[config.mk]
export PLATFORM = sky130hd
export DESIGN_NAME = keypad_scan_entry
export DESIGN_NICKNAME = d
export VERILOG_FILES = /design/src/rtl/keypad_pkg.sv /design/src/rtl/keypad_scanner.sv /design/src/rtl/keypad_scan_entry.sv
export SDC_FILE = /design/constraint.sdc
export NUM_CORES = 1
export LEC_CHECK = 0
export BUFFER_PORTS_ARGS = -buffer_cell sky130_fd_sc_hd__buf_2
export CAP_MARGIN = 20
export CORE_MARGIN = 5
export CORE_UTILIZATION = 62
export DETAILED_ROUTE_END_ITERATION = 10
export PLACE_DENSITY_LB_ADDON = 0.1
export SLEW_MARGIN = 20
export SYNTH_ARGS = -nofsm -noshare
export SYNTH_HDL_FRONTEND = slang
export SYNTH_HIERARCHICAL = 1
export SYNTH_SLANG_ARGS = --single-unit
[constraint.sdc]
create_clock -name clk5 -period 12.9 [get_ports clk5]
set_input_delay 0.645 -clock clk5 [delete_from_list [all_inputs] [get_ports clk5]]
set_output_delay 0.645 -clock clk5 [all_outputs]
set_load 0.05 [all_outputs]
[src/rtl/keypad_pkg.sv]
// Shared types and constants for the scanned 4x4 hex keypad reader.
// Used by keypad_scanner and keypad_scan_entry.
package keypad_pkg;

  localparam int SNAP_W = 16;

  typedef enum logic [1:0] {
    IDLE     = 2'd0,
    DEBOUNCE = 2'd1,
    PRESSED  = 2'd2,
    RELEASE  = 2'd3
  } kp_state_t;

  typedef enum logic [1:0] {
    SNAP_NONE  = 2'd0,
    SNAP_ONE   = 2'd1,
    SNAP_MULTI = 2'd2
  } snap_class_t;

  typedef struct packed {
    snap_class_t cls;
    logic [3:0]  code;
  } snap_info_t;

  // Snapshot bit 4*c+r (column c, row r) -> hex code printed on that key.
  localparam logic [3:0] KEY_MAP [SNAP_W] = '{
    4'h1, 4'h4, 4'h7, 4'h0,
    4'h2, 4'h5, 4'h8, 4'hF,
    4'h3, 4'h6, 4'h9, 4'hE,
    4'hA, 4'hB, 4'hC, 4'hD
  };

  function automatic snap_info_t classify_snap(input logic [SNAP_W-1:0] snap);
    snap_info_t info;
    logic [4:0] ones;
    ones      = 5'd0;
    info.code = 4'h0;
    for (int i = 0; i < SNAP_W; i++) begin
      if (snap[i]) begin
        ones      = ones + 5'd1;
        info.code = KEY_MAP[i];
      end else begin
        ones = ones;
      end
    end
    case (ones)
      5'd0:    info.cls = SNAP_NONE;
      5'd1:    info.cls = SNAP_ONE;
      default: info.cls = SNAP_MULTI;
    endcase
    return info;
  endfunction

endpackage

[src/rtl/keypad_scanner.sv]
// Column scanner: row synchroniser, slot timer, active-low column drive,
// 16-bit pressed-key snapshot and a one-cycle scan-done strobe.
module keypad_scanner
  import keypad_pkg::*;
#(
  parameter int SCAN_DIV = 1250
) (
  input  logic              clk5,
  input  logic              reset,
  input  logic [3:0]        row,
  output logic [3:0]        col,
  output logic [SNAP_W-1:0] snapshot,
  output logic              scan_done
);

  localparam int            DW        = (SCAN_DIV > 1) ? $clog2(SCAN_DIV) : 1;
  localparam logic [DW-1:0] SLOT_LAST = DW'(SCAN_DIV - 1);

  logic [3:0]        row_meta_r;
  logic [3:0]        row_sync_r;
  logic [DW-1:0]     slot_r;
  logic [1:0]        col_idx_r;
  logic [3:0]        col_r;
  logic [SNAP_W-1:0] snap_r;
  logic              scan_done_r;
  logic              slot_end_s;

  assign slot_end_s = (slot_r == SLOT_LAST);

  // Two-flop synchroniser for the asynchronous row lines (idle high).
  always_ff @(posedge clk5) begin
    if (reset) begin
      row_meta_r <= 4'b1111;
      row_sync_r <= 4'b1111;
    end else begin
      row_meta_r <= row;
      row_sync_r <= row_meta_r;
    end
  end

  // Slot timer, column rotation, snapshot capture and scan-done strobe.
  always_ff @(posedge clk5) begin
    if (reset) begin
      slot_r      <= '0;
      col_idx_r   <= 2'd0;
      col_r       <= 4'b1110;
      snap_r      <= '0;
      scan_done_r <= 1'b0;
    end else if (slot_end_s) begin
      slot_r                         <= '0;
      snap_r[{col_idx_r, 2'b00} +: 4] <= ~row_sync_r;
      col_idx_r                      <= col_idx_r + 2'd1;
      col_r                          <= ~(4'b0001 << (col_idx_r + 2'd1));
      scan_done_r                    <= (col_idx_r == 2'd3);
    end else begin
      slot_r      <= slot_r + DW'(1);
      scan_done_r <= 1'b0;
    end
  end

  assign col       = col_r;
  assign snapshot  = snap_r;
  assign scan_done = scan_done_r;

endmodule

[src/rtl/keypad_scan_entry.sv]
// Keypad reader top: snapshot classifier, press/release debounce FSM and 16-bit entry register.
// Optional auto-repeat of a held key is enabled by defining KEYPAD_AUTOREPEAT_EN.
module keypad_scan_entry
  import keypad_pkg::*;
#(
  parameter int SCAN_DIV       = 1250,
  parameter int DEBOUNCE_SCANS = 20,
  parameter int REPEAT_SCANS   = 500
) (
  input  logic        clk5,
  input  logic        reset,
  input  logic [3:0]  row,
  output logic [3:0]  col,
  output logic        keyValid,
  output logic [3:0]  keyCode,
  output logic        keyHeld,
  output logic [15:0] entryVal
);

  localparam int            CW      = $clog2(DEBOUNCE_SCANS + 1);
  localparam logic [CW-1:0] DB_LAST = CW'(DEBOUNCE_SCANS);

  logic [SNAP_W-1:0] snapshot_s;
  logic              scan_done_s;
  snap_info_t        info_s;

  kp_state_t   state_r, state_n;
  logic [3:0]  cand_r, cand_n;
  logic [CW-1:0] cnt_r, cnt_n;
  logic        held_r, held_n;
  logic        accept_s;
  logic [3:0]  accept_code_s;
  logic        key_valid_r;
  logic [3:0]  key_code_r;
  logic [15:0] entry_r;

`ifdef KEYPAD_AUTOREPEAT_EN
  localparam int            RW       = $clog2(REPEAT_SCANS + 1);
  localparam logic [RW-1:0] REP_LAST = RW'(REPEAT_SCANS);
  logic [RW-1:0] rep_r, rep_n;
`endif

  keypad_scanner #(.SCAN_DIV(SCAN_DIV)) u_scanner (
    .clk5      (clk5),
    .reset     (reset),
    .row       (row),
    .col       (col),
    .snapshot  (snapshot_s),
    .scan_done (scan_done_s)
  );

  assign info_s = classify_snap(snapshot_s);

  // Next-state logic; everything advances only on the scan-done strobe.
  always_comb begin
    state_n       = state_r;
    cand_n        = cand_r;
    cnt_n         = cnt_r;
    held_n        = held_r;
    accept_s      = 1'b0;
    accept_code_s = 4'h0;
`ifdef KEYPAD_AUTOREPEAT_EN
    rep_n         = rep_r;
`endif
    if (scan_done_s) begin
      case (state_r)
        IDLE: begin
          if (info_s.cls == SNAP_ONE) begin
            cand_n  = info_s.code;
            cnt_n   = CW'(1);
            state_n = DEBOUNCE;
          end else begin
            state_n = IDLE;
          end
        end
        DEBOUNCE: begin
          if (info_s.cls == SNAP_ONE) begin
            if (info_s.code == cand_r) begin
              if ((cnt_r + CW'(1)) == DB_LAST) begin
                accept_s      = 1'b1;
                accept_code_s = cand_r;
                held_n        = 1'b1;
                state_n       = PRESSED;
`ifdef KEYPAD_AUTOREPEAT_EN
                rep_n         = '0;
`endif
              end else begin
                cnt_n = cnt_r + CW'(1);
              end
            end else begin
              cand_n = info_s.code;
              cnt_n  = CW'(1);
            end
          end else begin
            state_n = IDLE;
          end
        end
        PRESSED: begin
          if (info_s.cls == SNAP_NONE) begin
            cnt_n   = CW'(1);
            state_n = RELEASE;
`ifdef KEYPAD_AUTOREPEAT_EN
            rep_n   = '0;
`endif
          end else begin
            state_n = PRESSED;
`ifdef KEYPAD_AUTOREPEAT_EN
            // Only the original key held alone keeps the repeat timer running.
            if ((info_s.cls == SNAP_ONE) && (info_s.code == cand_r)) begin
              if ((rep_r + RW'(1)) == REP_LAST) begin
                rep_n         = '0;
                accept_s      = 1'b1;
                accept_code_s = cand_r;
              end else begin
                rep_n = rep_r + RW'(1);
              end
            end else begin
              rep_n = '0;
            end
`endif
          end
        end
        RELEASE: begin
          if (info_s.cls == SNAP_NONE) begin
            if ((cnt_r + CW'(1)) == DB_LAST) begin
              held_n  = 1'b0;
              state_n = IDLE;
            end else begin
              cnt_n = cnt_r + CW'(1);
            end
          end else begin
            state_n = PRESSED;
          end
        end
        default: begin
          state_n = IDLE;
        end
      endcase
    end else begin
      state_n = state_r;
    end
  end

  // State, counters and registered outputs.
  always_ff @(posedge clk5) begin
    if (reset) begin
      state_r     <= IDLE;
      cand_r      <= 4'h0;
      cnt_r       <= '0;
      held_r      <= 1'b0;
      key_valid_r <= 1'b0;
      key_code_r  <= 4'h0;
      entry_r     <= 16'h0000;
`ifdef KEYPAD_AUTOREPEAT_EN
      rep_r       <= '0;
`endif
    end else begin
      state_r     <= state_n;
      cand_r      <= cand_n;
      cnt_r       <= cnt_n;
      held_r      <= held_n;
      key_valid_r <= accept_s;
`ifdef KEYPAD_AUTOREPEAT_EN
      rep_r       <= rep_n;
`endif
      if (accept_s) begin
        key_code_r <= accept_code_s;
        entry_r    <= {entry_r[11:0], accept_code_s};
      end else begin
        key_code_r <= key_code_r;
        entry_r    <= entry_r;
      end
    end
  end

  assign keyValid = key_valid_r;
  assign keyCode  = key_code_r;
  assign keyHeld  = held_r;
  assign entryVal = entry_r;

endmodule

==> flow_summary.yaml <==
run_status:
  status: "complete, no violations"
floorplanning:
  core_sq_um: 7770
  start_util: 0.637
  io_pins: 32
  fp-row-count: 32
  die_h_microns: 99.3
  die_w_microns: 99.3
  die-area_sq_um: 9870
cts:
  clock_latency_ns: 0.34
  cts_max_path_buffers: 2
  hold_buffers: 0
  root_buffer: "clkbuf_8"
  ctsResizeCount: 0
  htree_levels: 3
  cts-buffers-inserted: 9
  cts.sinks: 71
  cts_tree: "done"
  post_cts_buffers: 0
  clk_pin_slew_ns: 0.08
global_route:
  track_usage: 0.197
  grt_overflow_total: 0
  first_global_vias: 3717
  grt_max_degree: 48
  antenna_found_initial: 0
  grt_pass1_wl_microns: 16400
placement:
  io_buffers: 31
  hpwl_microns: 7080
  gp_congestion: 0.851
setup_path:
  startpoint_type: "flip-flop"
  critPathMaxFanout: 17
  cp-startpoint: "u_scanner/snapshot[1]"
  r2r_cells: 50
  r2r_slack_ns: 2.61
  timing.rr.end: "entryVal[11]"
  crit_top_cell: "ha_1"
  critPathTopFamily: "adder cells"
  crit_required_ns: 13.09
  path_depth: 50
  critPathCapture: "entryVal[11]"
  critPathArrivalTime_ns: 10.48
  crit-reg2reg-launch: "u_scanner/snapshot[1]"
  cp_slowest_cell: "nand3_2"
  crit_path_end_kind: "flip-flop"
  critical_path_class: "flip-flop to flip-flop"
  path_buf_inv: 5
  slowest_delay_ns: 0.50
synth:
  ys_seq_area_frac: 0.287
  synth_seq_cells: 71
  async_flop_share: 0
  synth_cells: 559
  synth.distinct_cells: 80
  avgSynthCellArea_sq_um: 8.85
  syn_nets: 590
  syn-cell-area_sq_um: 4950
  yosys_warnings: 6
  synth_top_flop_cell: "dfxtp_1"
  synth_edf_count: 0
sta:
  tightest_slew_ns: 0.788
  hold_viol: 0
  fin_worst_skew_ns: 0.00991
  setup_tns_ns: 0
  min_period_ns: 10.29
  post-route-period-util: 0.798
  clock.fmax_mhz: 97.2
  rsz0062_at_grt: "no"
  max-slew-margin-rel: 0.475
  slew_violations: 0
  finalSetupViolations: 0
route:
  drt_iter0_drc: 184
  drcViolationCount: 0
  post_drt_wl_per_cell_microns: 13.6
  via_count: 3886
  vias_per_cell: 5.71
  antenna_left: 0
  first_pass_iters: 4
  wirelength_microns: 9280
min_path:
  holdCritStartpoint: "u_scanner/row_meta_r[1]"
  hold_path.class: "flip-flop to flip-flop"
final_layout:
  drive_gt1_frac: 0.171
  final_net_count: 604
  nFillCells: 649
  n_antenna_cell: 0
  synthToLayoutAreaGrowth_pct: 6.30
power_and_ir_drop:
  vdd_ir_drop_max_mv: 0.0821
  power_leakage_nw: 2.26
  power_density_nw_per_um2: 74.3
  p_total_uw: 391
flow_run:
  maxCapViolCount: 0
## synthesized netlist by cell type (5+ instances only)
library cell,count,share of area
a21oi_1,24,0.024
and3_1,6,0.0076
buf_2,5,0.0051
buf_4,6,0.0091
clkbuf_1,14,0.011
dfxtp_1,71,0.29
ha_1,25,0.063
inv_1,21,0.016
mux2i_1,37,0.075
nand2_1,66,0.050
nand3_1,13,0.013
nand4_1,9,0.011
nor2_1,54,0.041
nor3_1,9,0.0091
nor3b_1,5,0.0076
o21ai_0,17,0.017
o22ai_1,5,0.0063
o31ai_1,9,0.014
or2_2,11,0.014
or4_1,5,0.0076
xnor2_1,20,0.035
xnor2_2,12,0.039
xor2_1,15,0.027
## cell families (layout without fill, tap and decap cells)
logic type | count (synthesis) | in the layout | synth area share
and+or+nand+nor | 216 | 216 | 0.230
AOI/OAI and AO/OA | 96 | 96 | 0.135
DFF | 71 | 71 | 0.287
xor gates and xnor gates | 57 | 57 | 0.145
buffers and inverters | 52 | 71 | 0.0498
muxes | 42 | 42 | 0.0898
adders and majority gates | 25 | 25 | 0.0632
## through the flow
stage | util | instances | hold WS (ns) | setup slack, ns | cell area (sq um)
floorplan | - | 559 | 0.389 | 3.79 | 4950
global placement | 0.654 | 664 | 0.392 | 3.16 | 5080
detailed placement | 0.654 | 664 | 0.393 | 2.64 | 5080
CTS | 0.677 | 680 | 0.412 | 2.58 | 5260
global route | 0.677 | 680 | 0.436 | 1.86 | 5260
finish | 0.677 | 680 | 0.411 | 2.61 | 5260
## sequential cells by signal, summed over array words and instances (netlist names)
signal and count:
u_scanner/col 4, keyValid 1, u_scanner/scan_done 1, u_scanner/row_sync_r 4, keyCode 3, cnt_r 5, u_scanner/row_meta_r 4, keyHeld 1
entryVal 13, u_scanner/slot_r 11, state_r 2, u_scanner/col_idx_r 2, u_scanner/snapshot 16, cand_r 4
## worst min path at each step
stage                                    to  slack (ns)  cells after the start
floorplan           u_scanner/row_sync_r[0]        0.39                      1
global placement    u_scanner/row_sync_r[1]        0.39                      1
detailed placement  u_scanner/row_sync_r[1]        0.39                      1
CTS                 u_scanner/row_sync_r[1]        0.41                      1
global route        u_scanner/row_sync_r[3]        0.44                      1
finish              u_scanner/row_sync_r[1]        0.41                      1
## metal layers
layer,share of wire,vias to the layer above,track usage
met5,0,-,0
met4,0.0086,0,0.0557
met3,0.029,8,0.0386
met2,0.49,50,0.339
met1,0.47,1824,0.250
li1,-,2004,-
## cell usage in the layout, fill, tap and decap left out, types with 3 or more instances in the layout
cell | netlist | final
or2_2 | 11 | 11
xnor2_2 | 12 | 12
nor3b_1 | 5 | 5
xnor2_1 | 20 | 20
nor2b_1 | 4 | 4
o22ai_1 | 5 | 5
nand3b_1 | 3 | 3
nor2_1 | 54 | 54
a21oi_1 | 24 | 24
xor2_1 | 15 | 15
buf_2 | 5 | 31
nor4bb_1 | 3 | 3
clkbuf_8 | 0 | 10
o31ai_1 | 9 | 9
mux2i_1 | 37 | 37
nand4_1 | 9 | 9
nand2b_1 | 3 | 3
xnor3_1 | 3 | 3
o211a_1 | 3 | 3
nand3_1 | 13 | 13
nor4b_1 | 4 | 4
nor3_1 | 9 | 9
nand2_1 | 66 | 66
inv_1 | 21 | 21
and3_1 | 6 | 6
ha_1 | 25 | 25
dfxtp_1 | 71 | 71
or3_1 | 4 | 4
o21ai_0 | 17 | 17
a31o_2 | 3 | 3
xor2_2 | 4 | 4
or4_1 | 5 | 5
a31oi_1 | 3 | 3
## power breakdown
group | leakage [nW] | switching, mW | internal, mW | total [mW]
sequential | 0.574 | 0.00141 | 0.221 | 0.222
combinational | 1.59 | 0.00587 | 0.00263 | 0.00850
clock | 0.0930 | 0.0838 | 0.0759 | 0.160
total | 2.26 | 0.0910 | 0.299 | 0.391
## layout make-up
type	instances	area [sq um]	area share
timing repair buffer	32	163	0.0309
inverter	23	86.3	0.0164
multi-input combinational	436	3280	0.624
sequential	71	1420	0.270
clock inverter	6	43.8	0.00833
tap	102	128	0.0243
clock buffer	10	138	0.0262
Power figures use the tool's default switching activity.
